===== config.mk =====
export PLATFORM = sky130hd
export DESIGN_NAME = bin_bcd_seq
export DESIGN_NICKNAME = d
export VERILOG_FILES = /design/src/rtl/bcd_pkg.sv /design/src/rtl/bcd_add3.sv /design/src/rtl/bin_bcd_seq.sv
export SDC_FILE = /design/constraint.sdc
export NUM_CORES = 1
export LEC_CHECK = 0
export ABC_AREA = 1
export CORE_UTILIZATION = 53
export CTS_CLUSTER_DIAMETER = 100
export DETAILED_ROUTE_END_ITERATION = 8
export PLACE_DENSITY = 0.75
export SYNTH_ARGS = -nofsm -noshare
export SYNTH_HDL_FRONTEND = slang
export SYNTH_SLANG_ARGS = --single-unit
export TNS_END_PERCENT = 20

===== constraint.sdc =====
create_clock -name clk -period 1.63 [get_ports clk]
set_input_delay 0.163 -clock clk [delete_from_list [all_inputs] [get_ports clk]]
set_output_delay 0.163 -clock clk [all_outputs]
set_load 0.005 [all_outputs]

===== src/rtl/bcd_pkg.sv =====
// bcd_pkg: shared constants and types for the BCD conversion blocks.
//   DIGIT_W      width of one packed BCD digit
//   ADD3_THRESH  digit value at or above which double-dabble adds a correction
//   ADD3_VAL     correction added to such a digit before each left shift
//   state_t      conversion FSM states
//   pow10()      constant helper used for elaboration-time range checks
package bcd_pkg;

    localparam int DIGIT_W     = 4;
    localparam int ADD3_THRESH = 5;
    localparam int ADD3_VAL    = 3;

    typedef enum logic [1:0] {
        IDLE  = 2'd0,
        SHIFT = 2'd1,
        DONE  = 2'd2
    } state_t;

    function automatic longint pow10(input int n);
        longint p;
        p = 1;
        for (int i = 0; i < n; i++) begin
            p = p * 10;
        end
        return p;
    endfunction

endpackage


===== src/rtl/bcd_add3.sv =====
// bcd_add3: combinational double-dabble digit correction.
// Ports:
//   i_digit  in   4  current BCD digit
//   o_digit  out  4  i_digit + 3 when i_digit >= 5, else i_digit
// Inputs 0..9 map to at most 12, so the result never overflows 4 bits.
module bcd_add3
    import bcd_pkg::*;
(
    input  logic [DIGIT_W-1:0] i_digit,
    output logic [DIGIT_W-1:0] o_digit
);

    assign o_digit = (i_digit >= DIGIT_W'(ADD3_THRESH)) ? (i_digit + DIGIT_W'(ADD3_VAL))
                                                        : i_digit;

endmodule


===== src/rtl/bin_bcd_seq.sv =====
// bin_bcd_seq: sequential binary-to-BCD converter (double-dabble, one bit per clock).
// Ports:
//   clk          in   1         clock, rising edge
//   rst_n        in   1         synchronous active-low reset
//   start        in   1         request; taken on an edge where ready=1
//   bin          in   WIDTH     unsigned value, sampled on the accepting edge
//   ready        out  1         high in IDLE and DONE
//   done         out  1         one-cycle pulse, bcd holds a fresh result
//   bcd          out  4*DIGITS  packed BCD, units digit in [3:0]; held until next result
//   o_dbg_state  out  state_t   current FSM state, for observation only
// Handshake: start is a request that is consumed on any rising edge where
// ready=1 and is ignored otherwise (not queued); done is a single-cycle
// qualifier for bcd with no back-pressure.
module bin_bcd_seq
    import bcd_pkg::*;
#(
    parameter int WIDTH  = 7,
    parameter int DIGITS = 3
) (
    input  logic                   clk,
    input  logic                   rst_n,
    input  logic                   start,
    input  logic [WIDTH-1:0]       bin,
    output logic                   ready,
    output logic                   done,
    output logic [DIGIT_W*DIGITS-1:0] bcd,
    output state_t                 o_dbg_state
);

    localparam int ACC_W = DIGIT_W * DIGITS;
    localparam int CNT_W = $clog2(WIDTH + 1);

    // The largest input must fit in DIGITS decimal digits.
    if (pow10(DIGITS) <= ((longint'(1) << WIDTH) - 1)) begin : g_range_check
        $error("bin_bcd_seq: DIGITS=%0d too small for WIDTH=%0d", DIGITS, WIDTH);
    end

    state_t             r_state;
    logic [WIDTH-1:0]   r_bin;
    logic [ACC_W-1:0]   r_acc;
    logic [CNT_W-1:0]   r_cnt;
    logic [ACC_W-1:0]   r_bcd;
    logic               r_done;
    logic               r_ready;

    logic [ACC_W-1:0]       w_acc_adj;
    logic [ACC_W+WIDTH-1:0] w_shift;
    logic [ACC_W+WIDTH-1:0] w_shift_next;
    logic [ACC_W-1:0]       w_acc_next;
    logic [WIDTH-1:0]       w_bin_next;

    for (genvar g = 0; g < DIGITS; g++) begin : g_add3
        bcd_add3 u_add3 (
            .i_digit (r_acc[g*DIGIT_W +: DIGIT_W]),
            .o_digit (w_acc_adj[g*DIGIT_W +: DIGIT_W])
        );
    end

    // Correct first, then shift the combined {accumulator, binary} word left.
    assign w_shift      = {w_acc_adj, r_bin};
    assign w_shift_next = w_shift << 1;
    assign w_acc_next   = w_shift_next[ACC_W+WIDTH-1:WIDTH];
    assign w_bin_next   = w_shift_next[WIDTH-1:0];

    always_ff @(posedge clk) begin
        if (!rst_n) begin
            r_state <= IDLE;
            r_bin   <= '0;
            r_acc   <= '0;
            r_cnt   <= '0;
            r_bcd   <= '0;
            r_done  <= 1'b0;
            r_ready <= 1'b1;
        end else begin
            case (r_state)
                IDLE, DONE: begin
                    r_done <= 1'b0;
                    if (start) begin
                        r_bin   <= bin;
                        r_acc   <= '0;
                        r_cnt   <= CNT_W'(WIDTH);
                        r_ready <= 1'b0;
                        r_state <= SHIFT;
                    end else begin
                        r_ready <= 1'b1;
                        r_state <= IDLE;
                    end
                end
                SHIFT: begin
                    r_acc <= w_acc_next;
                    r_bin <= w_bin_next;
                    r_cnt <= r_cnt - CNT_W'(1);
                    // Last bit: publish the shifted accumulator directly.
                    if (r_cnt == CNT_W'(1)) begin
                        r_bcd   <= w_acc_next;
                        r_done  <= 1'b1;
                        r_ready <= 1'b1;
                        r_state <= DONE;
                    end
                end
                default: begin
                    r_done  <= 1'b0;
                    r_ready <= 1'b1;
                    r_state <= IDLE;
                end
            endcase
        end
    end

    assign ready       = r_ready;
    assign done        = r_done;
    assign bcd         = r_bcd;
    assign o_dbg_state = r_state;

endmodule


Word-level counts from Yosys, hierarchy flattened
Index checks and enable logic that the tools add are counted.

storage, ports and cells
  register bits = 38
  output and inout bits = 16
  logic and storage cells = 40

operators by class
  add/sub/neg operators = 4
  order comparisons = 3
  equal/unequal tests = 5
  muxes and demuxes = 15
  reductions and logical operators = 6

operator list
  kind                                                                   number
  12-bit one-hot mux with 2 select lines                                 1
  7-bit one-hot mux with 2 select lines                                  1
  4-bit by 3-bit >= comparator with 1-bit output, second input constant  3
  12-bit 2-to-1 mux                                                      1
  4-bit by 2-bit adder with 4-bit output, second input constant          2
  4-bit 2-to-1 mux                                                       2
  7-bit 2-to-1 mux                                                       1
  3-bit 2-to-1 mux                                                       2
  3-bit one-hot mux with 2 select lines                                  1
  2-bit AND reduction                                                    3
  2-bit inequality test, second input constant                           2
  2-bit one-hot mux with 2 select lines                                  1
  3-bit by 2-bit adder with 3-bit output, second input constant          1
  3-bit by 1-bit equality test with 1-bit output, second input constant  1
  1-bit 2-to-1 mux                                                       3
  3-bit by 1-bit subtractor with 3-bit output, second input constant     1
  2-bit by 1-bit equality test with 1-bit output, second input constant  1
  2-bit equality test, second input constant                             1
  2-bit zero test                                                        1
  2-bit 2-to-1 mux                                                       1
  1-bit one-hot mux with 2 select lines                                  1
  2-bit nonzero test                                                     1
  2-bit OR reduction                                                     1

Depth between registers and ports, before layout
Gate-level depths: netlist of the first run.

  depth after elaboration = 4
  mapped depth = 9

Modules after synthesis
A second synthesis of the first run with hierarchy kept.

second synthesis, totals
  cells, all modules = 284
  area total of the unflattened synthesis = 2129.5 um2

modules (own cells, without submodules)
  module       instances  cells each  area an instance (um2)  seq. area each (um2)
  bin_bcd_seq  1          215         1724.2                  760.7
  bcd_add3     3          23          135.1                   0.0

Worst setup path before layout of the first run
OpenSTA, ideal clock, no wires.

  path type = register to register
  start = register r_acc[8]
  end = register r_acc[9]
  library setup time = 118 ps
  arrival = 1071 ps
  required time = 1512 ps
  path slack = 442 ps
  stages on the path, launching flop included = 9
  period minus slack after synthesis = 1188 ps
  path through = dfxtp_1 inv_1 ha_1 inv_1 nand2_1 nand3_1 nand2_1 nand3_1 o21ai_1

between the ends
  longest elaborated chain between the ends = 3
  elaborated cells on any way between the ends = 4

RTL lines
  item                                                                                                      line               source
  from (decl)                                                                                               bin_bcd_seq.sv:40  logic [ACC_W-1:0] r_acc;
  from (signal assigned)                                                                                    bin_bcd_seq.sv:90  r_acc <= w_acc_next;
  4-bit by 3-bit >= comparator with 1-bit output or 3-bit by 2-bit adder with 3-bit output (tied branches)  bcd_add3.sv:13     assign o_digit = (i_digit >= DIGIT_W'(ADD3_THRESH)) ? (i_digit + DIGIT_W'(ADD3_VAL))
  3-bit 2-to-1 mux *                                                                                        bcd_add3.sv:13
  12-bit one-hot mux with 2 select lines *                                                                  bin_bcd_seq.sv:75  case (r_state)

Every way passes the cells marked *; elsewhere a longest branch is shown, timed or not.
A chain may end at the register's enable or synchronous reset.

Final worst setup path of the first run
  start = register r_state[0] (netlist: o_dbg_state[0])
  end = output o_dbg_state[0]

RTL lines
  item                    line               source
  from (decl)             bin_bcd_seq.sv:38  state_t r_state;
  from (signal assigned)  bin_bcd_seq.sv:67  r_state <= IDLE;
  from (signal assigned)  bin_bcd_seq.sv:83  r_state <= SHIFT;
  from (signal assigned)  bin_bcd_seq.sv:86  r_state <= IDLE;
  to (decl)               bin_bcd_seq.sv:27  output state_t o_dbg_state

No word-level cell between the ends.

==> impl_metrics.py, run 1 <==
metrics = {
    "pwr": {
        "power_density_nw_per_um2": 864,
        "power_leakage_uw": 0.000993,
        "power_uw": 1900,
        "ir_drop_uv": 513,
    },
    "cts": {
        "postCtsHoldBufs": 0,
        "cts-root-buf": "clkbuf_4",
        "post-cts-setup-buffers": 0,
        "cts.repair.resized": 0,
        "cts_tree": "done",
        "cts_sinks": 38,
        "cts_htree_levels": 2,
        "clock_latency_ns": 0.33,
        "cts-buffers-inserted": 5,
        "clkTransAtPathRegs_ns": 0.11,
        "clk_path_buf_depth": 2,
    },
    "critical_path": {
        "arrival_ns": 1.26,
        "cp-end-kind": "output pin",
        "cpLargestDelayFamily": "buffers and inverters",
        "critPathMaxStageDelay_ns": 0.52,
        "worst-path-buf-inv": 1,
        "worstPathCellList": "clkdlybuf4s50_1",
        "r2r_start": "r_cnt[1]$_SDFFE_PN0P_",
        "critical_path_class": "flip-flop to output pin",
        "cp_max_fo": 3,
        "start_kind": "flip-flop",
        "crit_required_ns": 1.47,
        "critPathSlowestCell": "clkdlybuf4s50_1",
        "crit_path_start": "o_dbg_state[0]$_SDFFE_PN0P_",
    },
    "route": {
        "drt-initial-drc-count": 103,
        "dr.pass1.iters": 4,
        "wl_um": 3600,
        "vias": 1598,
        "vias_per_cell": 4.87,
        "drc": 0,
        "wl_per_cell_um": 11.0,
        "postRouteAntennaNets": 0,
    },
    "finish": {
        "final_util_pct": 69.9,
        "diodes": 0,
        "multi_input_area_um2": 892,
        "nets": 301,
        "drive_above_1_share_pct": 10.2,
        "final_cell_count_no_fill": 328,
        "area_delta_synth_final_pct": 20.4,
        "fill_cells": 295,
        "regArea_um2": 761,
    },
    "sta": {
        "post-route-min-period_ns": 1.42,
        "maxSlewHeadroom_pct": 83.1,
        "worstMarginPinSlew_ns": 0.251,
        "period_share_pct": 87.1,
        "worst_clock_skew_ns": 0.00486,
        "fin_setup_tns_ns": 0,
        "setup_viol": 0,
        "rsz0062_at_grt": "false",
        "hold_slack_ns": 0.400,
        "hold_viol_final": 0,
        "max_freq_ghz": 0.704,
        "slew_violations": 0,
    },
    "placement": {
        "placed_cells": 320,
        "dp_hpwl_um": 2640,
        "gp_congestion": 0.817,
        "port_buffers": 25,
    },
    "floorplanning": {
        "initial_utilization_pct": 58.1,
        "die_h_um": 60.8,
        "die_area_um2": 3690,
        "rows": 20,
        "pin_count": 26,
        "coreArea_um2": 3150,
        "die_w_um": 60.8,
    },
    "global_routing": {
        "grt_pass1_wl_um": 6120,
        "grt.overflow.total": 0,
        "grt_pass1_vias": 1454,
        "grt.total_usage_pct": 22.3,
        "antenna_found_initial": 0,
        "grt_max_degree": 24,
    },
    "yosys": {
        "synthArstFlopShare_pct": 0,
        "ys_dominant_reg_cell": "dfxtp_1",
        "synth_edf_count": 0,
        "ys_seq_area_share_pct": 41.6,
        "avgSynthCellArea_um2": 7.26,
        "syn_area_um2": 1830,
        "synth_cell_types": 23,
        "synthesis.nets": 270,
        "synth-seq-cells": 38,
        "ys_warn_count": 0,
        "synth_cells": 252,
    },
    "outcome": {
        "status": "complete, no violations",
    },
    "min_path": {
        "worstHoldPathType": "input pin to flip-flop",
        "hp-start": "bin[0]",
    },
    "job": {
        "maxCapViolCount": 0,
    },
}
==> flip-flops by register name, summed over array words and instances (netlist names) <==
| signal | count |
|---|---|
| r_bin | 7 |
| r_acc | 12 |
| bcd | 12 |
| done | 1 |
| r_cnt | 3 |
| ready | 1 |
| o_dbg_state | 2 |
==> cell families after synthesis <==
group	Yosys count	synth area share, %
flip-flops	38	41.6
AND/OR/NAND/NOR	132	32.6
buffers and inverters	41	9.71
XOR/XNOR	1	0.479
AO/OA/AOI/OAI	32	10.2
adder cells (fa/ha/maj)	8	5.47
==> synthesized netlist by cell type, types with 3 or more instances <==
cell type | count | area [um^2]
o21ai_0 | 18 | 90.1
dfxtp_1 | 38 | 761
inv_1 | 30 | 113
o21ai_1 | 3 | 15.0
nand4_1 | 8 | 50.1
ha_1 | 8 | 100
nand2_1 | 60 | 225
nand3_1 | 18 | 90.1
o22ai_2 | 3 | 37.5
a21oi_1 | 7 | 35.0
nor3_1 | 6 | 30.0
inv_2 | 5 | 18.8
nor2_1 | 33 | 124
==> metal layers <==
layer / GRT usage, % / up-vias / routed length, um / share of wire, %
li1: - / 866 / - / -
met1: 30.0 / 690 / 1820 / 51
met2: 35.6 / 35 / 1570 / 44
met3: 5.12 / 7 / 159 / 4.4
met4: 7.14 / 0 / 47 / 1.3
met5: 0 / - / 0 / 0
==> power breakdown <==
group / internal [uW] / total [uW] / switching, uW / leakage (uW)
sequential: 979 / 1010 / 28.7 / 0.000310
clock: 318 / 617 / 300 / 0.0000450
combinational: 125 / 278 / 153 / 0.000639
total: 1420 / 1900 / 481 / 0.000993
==> final timing paths <==
path                                 to  slack [ns]  depth (start not counted)
hold / removal    r_bin[0]$_SDFFE_PN0P_        0.40                          3
hold reg to reg   r_bin[5]$_SDFFE_PN0P_        0.46                          2
setup reg to reg   bcd[10]$_SDFFE_PN0P_        0.25                          8
setup / recovery         o_dbg_state[0]        0.21                          1
==> placed cells by master, fill, tap and decap left out, drive strengths merged <==
cell type / n
ha: 8
nand4: 8
clkinv: 2
xnor2: 1
o21ai: 21
nand2: 64
bufinv: 1
inv: 36
a21oi: 8
dfxtp: 38
nor3: 6
nand3: 18
clkdlybuf4s50: 25
buf: 4
nor2: 36
o22ai: 3
clkbuf: 5
==> cell type report <==
type	count	area share, %
repair buffers	29	12.7
inverters	36	6.25
well taps	44	2.50
multi-input cells	173	40.5
clock buffers	5	1.70
flip-flops and latches	38	34.5
clock inverters	3	1.82
==> through the flow <==
stage,setup WS (ns),cell area (um^2)
after floorplan,0.442,1830
after global placement,0.286,2130
after detailed placement,0.252,2130
after CTS,0.206,2200
after global routing,0.0969,2200
final,0.210,2200
Note: power is estimated with default switching activity, not from simulation.
==> run 2, diff against run 1 <==
- ABC_CLOCK_PERIOD_IN_PS: unset -> 1630
- CTS_CLUSTER_SIZE: unset -> 25
- PLACE_DENSITY: 0.75 -> 0.77
==> run 2 against run 1 <==
Net effect:
- worst setup slack improved by 0.015 ns
- sequential power hardly changed
- clock power shrank 29%
- via count is 1.3% lower
- power shrank 9.6%
- critical path depth is the same
- die area did not move
- count of clock-buffer cells in the layout grew 2
- core utilization shrank 1.0 points
- cell area down 1.5%
- combinational power barely moved
==> impl_metrics.py, run 2 (same netlist as run 1, synthesis figures left out) <==
metrics = {
    "pwr": {
        "power_leakage_uw": 0.000974,
        "power_density_nw_per_um2": 793,
        "power_uw": 1720,
        "ir_drop_uv": 698,
    },
    "sta": {
        "rsz0062_at_grt": "false",
        "hold_viol_final": 0,
        "setup_viol": 0,
        "post-route-min-period_ns": 1.40,
        "period_share_pct": 86.2,
        "maxSlewHeadroom_pct": 83.0,
        "slew_violations": 0,
        "worst_clock_skew_ns": 0.00644,
        "max_freq_ghz": 0.712,
        "worstMarginPinSlew_ns": 0.253,
        "fin_setup_tns_ns": 0,
    },
    "job": {
        "maxCapViolCount": 0,
    },
    "floorplanning": {
        "die_area_um2": 3690,
        "pin_count": 26,
        "rows": 20,
        "coreArea_um2": 3150,
        "initial_utilization_pct": 58.1,
        "die_w_um": 60.8,
        "die_h_um": 60.8,
    },
    "route": {
        "drt-initial-drc-count": 65,
        "vias_per_cell": 4.82,
        "wl_per_cell_um": 10.6,
        "wl_um": 3480,
        "postRouteAntennaNets": 0,
        "vias": 1577,
        "dr.pass1.iters": 4,
        "drc": 0,
    },
    "critical_path": {
        "worstPathCellList": "clkdlybuf4s50_1",
        "critPathSlowestCell": "clkdlybuf4s50_1",
        "arrival_ns": 1.24,
        "critPathMaxStageDelay_ns": 0.52,
        "start_kind": "flip-flop",
        "worst-path-buf-inv": 1,
        "cp_max_fo": 3,
        "cpLargestDelayFamily": "buffers and inverters",
        "cp-end-kind": "output pin",
        "critical_path_class": "flip-flop to output pin",
        "crit_required_ns": 1.47,
    },
    "finish": {
        "fill_cells": 301,
        "diodes": 0,
        "drive_above_1_share_pct": 9.19,
        "mostFrequentLayoutCells": "nand2_1, dfxtp_1, nor2_1",
        "mostFrequentLayoutCell": "nand2_1",
        "final_util_pct": 68.8,
        "area_delta_synth_final_pct": 18.6,
        "nets": 301,
    },
    "placement": {
        "port_buffers": 25,
        "dp_hpwl_um": 2550,
        "gp_congestion": 0.791,
    },
    "global_routing": {
        "use_met3_pct": 7.68,
        "busiest_layer": "met2",
        "use_met2_pct": 33.1,
        "grt.total_usage_pct": 22.0,
        "grt.overflow.total": 0,
        "antenna_found_initial": 0,
        "grt_pass1_vias": 1347,
        "met1_usage_pct": 30.3,
        "grt_pass1_wl_um": 5910,
        "grt_max_degree": 24,
    },
    "cts": {
        "clock_latency_ns": 0.33,
        "post-cts-setup-buffers": 0,
        "cts-buffers-inserted": 5,
        "cts-root-buf": "clkbuf_4",
        "clkTransAtPathRegs_ns": 0.10,
        "cts_sinks": 38,
        "postCtsHoldBufs": 0,
        "cts.repair.resized": 0,
        "cts_htree_levels": 2,
        "clk_path_buf_depth": 2,
        "cts_tree": "done",
    },
    "outcome": {
        "status": "complete, no violations",
    },
    "min_path": {
        "worstHoldPathType": "input pin to flip-flop",
    },
}
-- run 2: routing by layer --
metal  up-vias  part of all wire [%]
li1        873                     -
met1       682                    53
met2        18                    42
met3         4                   3.5
met4         0                  0.98
met5         -                     0
-- run 2: through the flow --
stage               cell area (um^2)  worst slack [ns]  std cells  hold slack [ns]
floorplan                       1830             0.442        252            0.303
global placement                2130             0.285        320            0.435
detailed placement              2130             0.260        320            0.443
CTS                             2170             0.220        327            0.381
global route                    2170             0.115        327            0.378
finish                          2170             0.225        327            0.388
-- run 2: path summary, 6_finish.rpt --
path                           end  depth (start not counted)                        start  slack (ns)
max                 o_dbg_state[0]                          1  o_dbg_state[0]$_SDFFE_PN0P_        0.23
min reg2reg  r_bin[5]$_SDFFE_PN0P_                          2        r_bin[5]$_SDFFE_PN0P_        0.46
min          r_bin[0]$_SDFFE_PN0P_                          3                       bin[0]        0.39
max reg2reg    bcd[5]$_SDFFE_PN0P_                          8        r_cnt[1]$_SDFFE_PN0P_        0.23
-- run 2: area by class of cell --
| type | count | area (um^2) | area share, % |
|---|---|---|---|
| Multi-Input combinational cell | 173 | 892 | 41.1 |
| Sequential cell | 38 | 761 | 35.0 |
| Timing Repair Buffer | 29 | 280 | 12.9 |
| Inverter | 36 | 138 | 6.34 |
| Tap cell | 44 | 55.1 | 2.54 |
| Clock buffer | 7 | 45.0 | 2.07 |
-- run 2: where the power goes --
part	internal (uW)	total [uW]	switching, uW
sequential	979	1010	29.2
combinational	125	276	151
clock	163	437	274
==> run 3, diff against run 2 <==
- CORE_UTILIZATION: 53 -> 55
- GPL_TIMING_DRIVEN: unset -> 0
- PLACE_DENSITY: 0.77 -> 0.78
- SYNTH_HIERARCHICAL: unset -> 1
==> run 3 against run 2 <==
Net effect:
- cell area up 15%
- wire length up 16%
- critical endpoint is now o_dbg_state[1]
- largest power group unchanged
- worst setup slack worse by 0.11 ns
- die area up 10%
- synthesized area up 15%
- largest cell class unchanged
- final cell count up 9.8%
- clock power up 51%
- global-route usage down 0.13 points
- sequential share of layout area down 4.6 points
- clock skew down 0.0015 ns
- critical path type unchanged
==> impl_metrics.py, run 3 <==
metrics = {
    "finish": {
        "area_delta_synth_final_pct": 18.6,
        "final_util_pct": 68.1,
        "fill_cells": 329,
        "multi_input_area_um2": 1140,
        "drive_above_1_share_pct": 17.4,
        "nets": 328,
        "mostFrequentLayoutCell": "nand2_1",
        "mostFrequentLayoutCells": "nand2_1, nor2_1, dfxtp_1",
        "regArea_um2": 761,
        "diodes": 0,
    },
    "placement": {
        "port_buffers": 24,
        "dp_hpwl_um": 3030,
        "gp_congestion": 0.787,
    },
    "outcome": {
        "status": "complete, no violations",
    },
    "critical_path": {
        "critical_path_class": "flip-flop to output pin",
        "cp_max_fo": 3,
        "cp-end-kind": "output pin",
        "start_kind": "flip-flop",
        "crit_required_ns": 1.47,
        "cpLargestDelayFamily": "buffers and inverters",
        "worstPathCellList": "clkdlybuf4s50_1",
        "critPathSlowestCell": "clkdlybuf4s50_1",
        "arrival_ns": 1.35,
        "worst-path-buf-inv": 1,
        "critPathMaxStageDelay_ns": 0.57,
    },
    "floorplanning": {
        "rows": 22,
        "initial_utilization_pct": 57.5,
        "pin_count": 26,
        "die_h_um": 63.8,
        "die_area_um2": 4080,
        "coreArea_um2": 3660,
        "die_w_um": 63.8,
    },
    "route": {
        "drt-initial-drc-count": 93,
        "wl_per_cell_um": 11.2,
        "vias": 1733,
        "dr.pass1.iters": 4,
        "wl_um": 4040,
        "drc": 0,
        "postRouteAntennaNets": 0,
        "vias_per_cell": 4.83,
    },
    "cts": {
        "post-cts-setup-buffers": 0,
        "clkTransAtPathRegs_ns": 0.07,
        "postCtsHoldBufs": 0,
        "cts.repair.resized": 0,
        "cts_sinks": 38,
        "cts_tree": "done",
        "cts-buffers-inserted": 5,
        "cts-root-buf": "clkbuf_8",
        "clk_path_buf_depth": 2,
        "clock_latency_ns": 0.29,
        "cts_htree_levels": 2,
    },
    "sta": {
        "rsz0062_at_grt": "false",
        "period_share_pct": 92.9,
        "worst_clock_skew_ns": 0.00492,
        "fin_setup_tns_ns": 0,
        "maxSlewHeadroom_pct": 69.2,
        "worstMarginPinSlew_ns": 0.462,
        "max_freq_ghz": 0.660,
        "hold_viol_final": 0,
        "post-route-min-period_ns": 1.51,
        "slew_violations": 0,
        "setup_viol": 0,
        "hold_slack_ns": 0.202,
    },
    "pwr": {
        "power_leakage_uw": 0.00108,
        "p_sw_share_pct": 27.3,
        "power_frac_comb_pct": 18.4,
        "ir_drop_uv": 460,
        "p_clk_share_pct": 32.5,
        "p_seq_share_pct": 49.1,
        "netSwitchingPower_uw": 556,
        "intPower_uw": 1480,
        "power_density_nw_per_um2": 817,
    },
    "job": {
        "maxCapViolCount": 0,
    },
    "yosys": {
        "syn_area_um2": 2100,
        "avgSynthCellArea_um2": 7.54,
        "synth_cells": 279,
        "ys_warn_count": 6,
        "synthesis.nets": 297,
    },
    "global_routing": {
        "grt_max_degree": 12,
        "grt_pass1_wl_um": 6990,
        "grt_pass1_vias": 1582,
        "grt.total_usage_pct": 21.8,
        "antenna_found_initial": 0,
        "grt.overflow.total": 0,
    },
    "min_path": {
        "worstHoldPathType": "input pin to flip-flop",
    },
}
[run 3: path summary, 6_finish.rpt]
path	from	to	slack (ns)	depth (start not counted)
hold / removal	rst_n	r_cnt[1]$_SDFFE_PN0P_	0.20	3
hold reg to reg	bcd[11]$_SDFFE_PN0P_	bcd[11]$_SDFFE_PN0P_	0.47	2
setup / recovery	o_dbg_state[1]$_SDFFE_PN0P_	o_dbg_state[1]	0.12	1
setup reg to reg	r_acc[4]$_SDFFE_PN0P_	bcd[5]$_SDFFE_PN0P_	0.15	9
[run 3: cell type report]
class	count	area share, %
inverters	26	4.31
well taps	48	2.41
flip-flops and latches	38	30.5
repair buffers	24	9.63
multi-input cells	205	45.7
clock buffers	7	3.46
plain buffers	10	3.76
clock inverters	1	0.201
[run 3: through the flow]
stage               cells  total power (uW)  worst slack, ns  area [um^2]
floorplan             279              1290            0.294         2100
global placement      351              1390            0.186         2400
detailed placement    351              1400            0.164         2400
CTS                   359              2060           0.0963         2490
global route          359              2140           0.0272         2490
finish                359              2040            0.115         2490
[run 3: power groups by stage]
stage	Clock [uW]	Sequential [uW]	Combinational, uW
finish	662	1000	375
global route	719	1000	415
CTS	679	1000	378
detailed placement	0	1020	375
global placement	0	1020	368
floorplan	0	1020	273
[run 3: metal layers]
| metal | global-route usage [%] | vias to the layer above | part of all wire (%) |
|---|---|---|---|
| li1 | - | 936 | - |
| met1 | 28.1 | 758 | 50 |
| met2 | 35.5 | 32 | 45 |
| met3 | 4.46 | 7 | 3.8 |
| met4 | 8.52 | 0 | 1.4 |
| met5 | 0 | - | 0 |
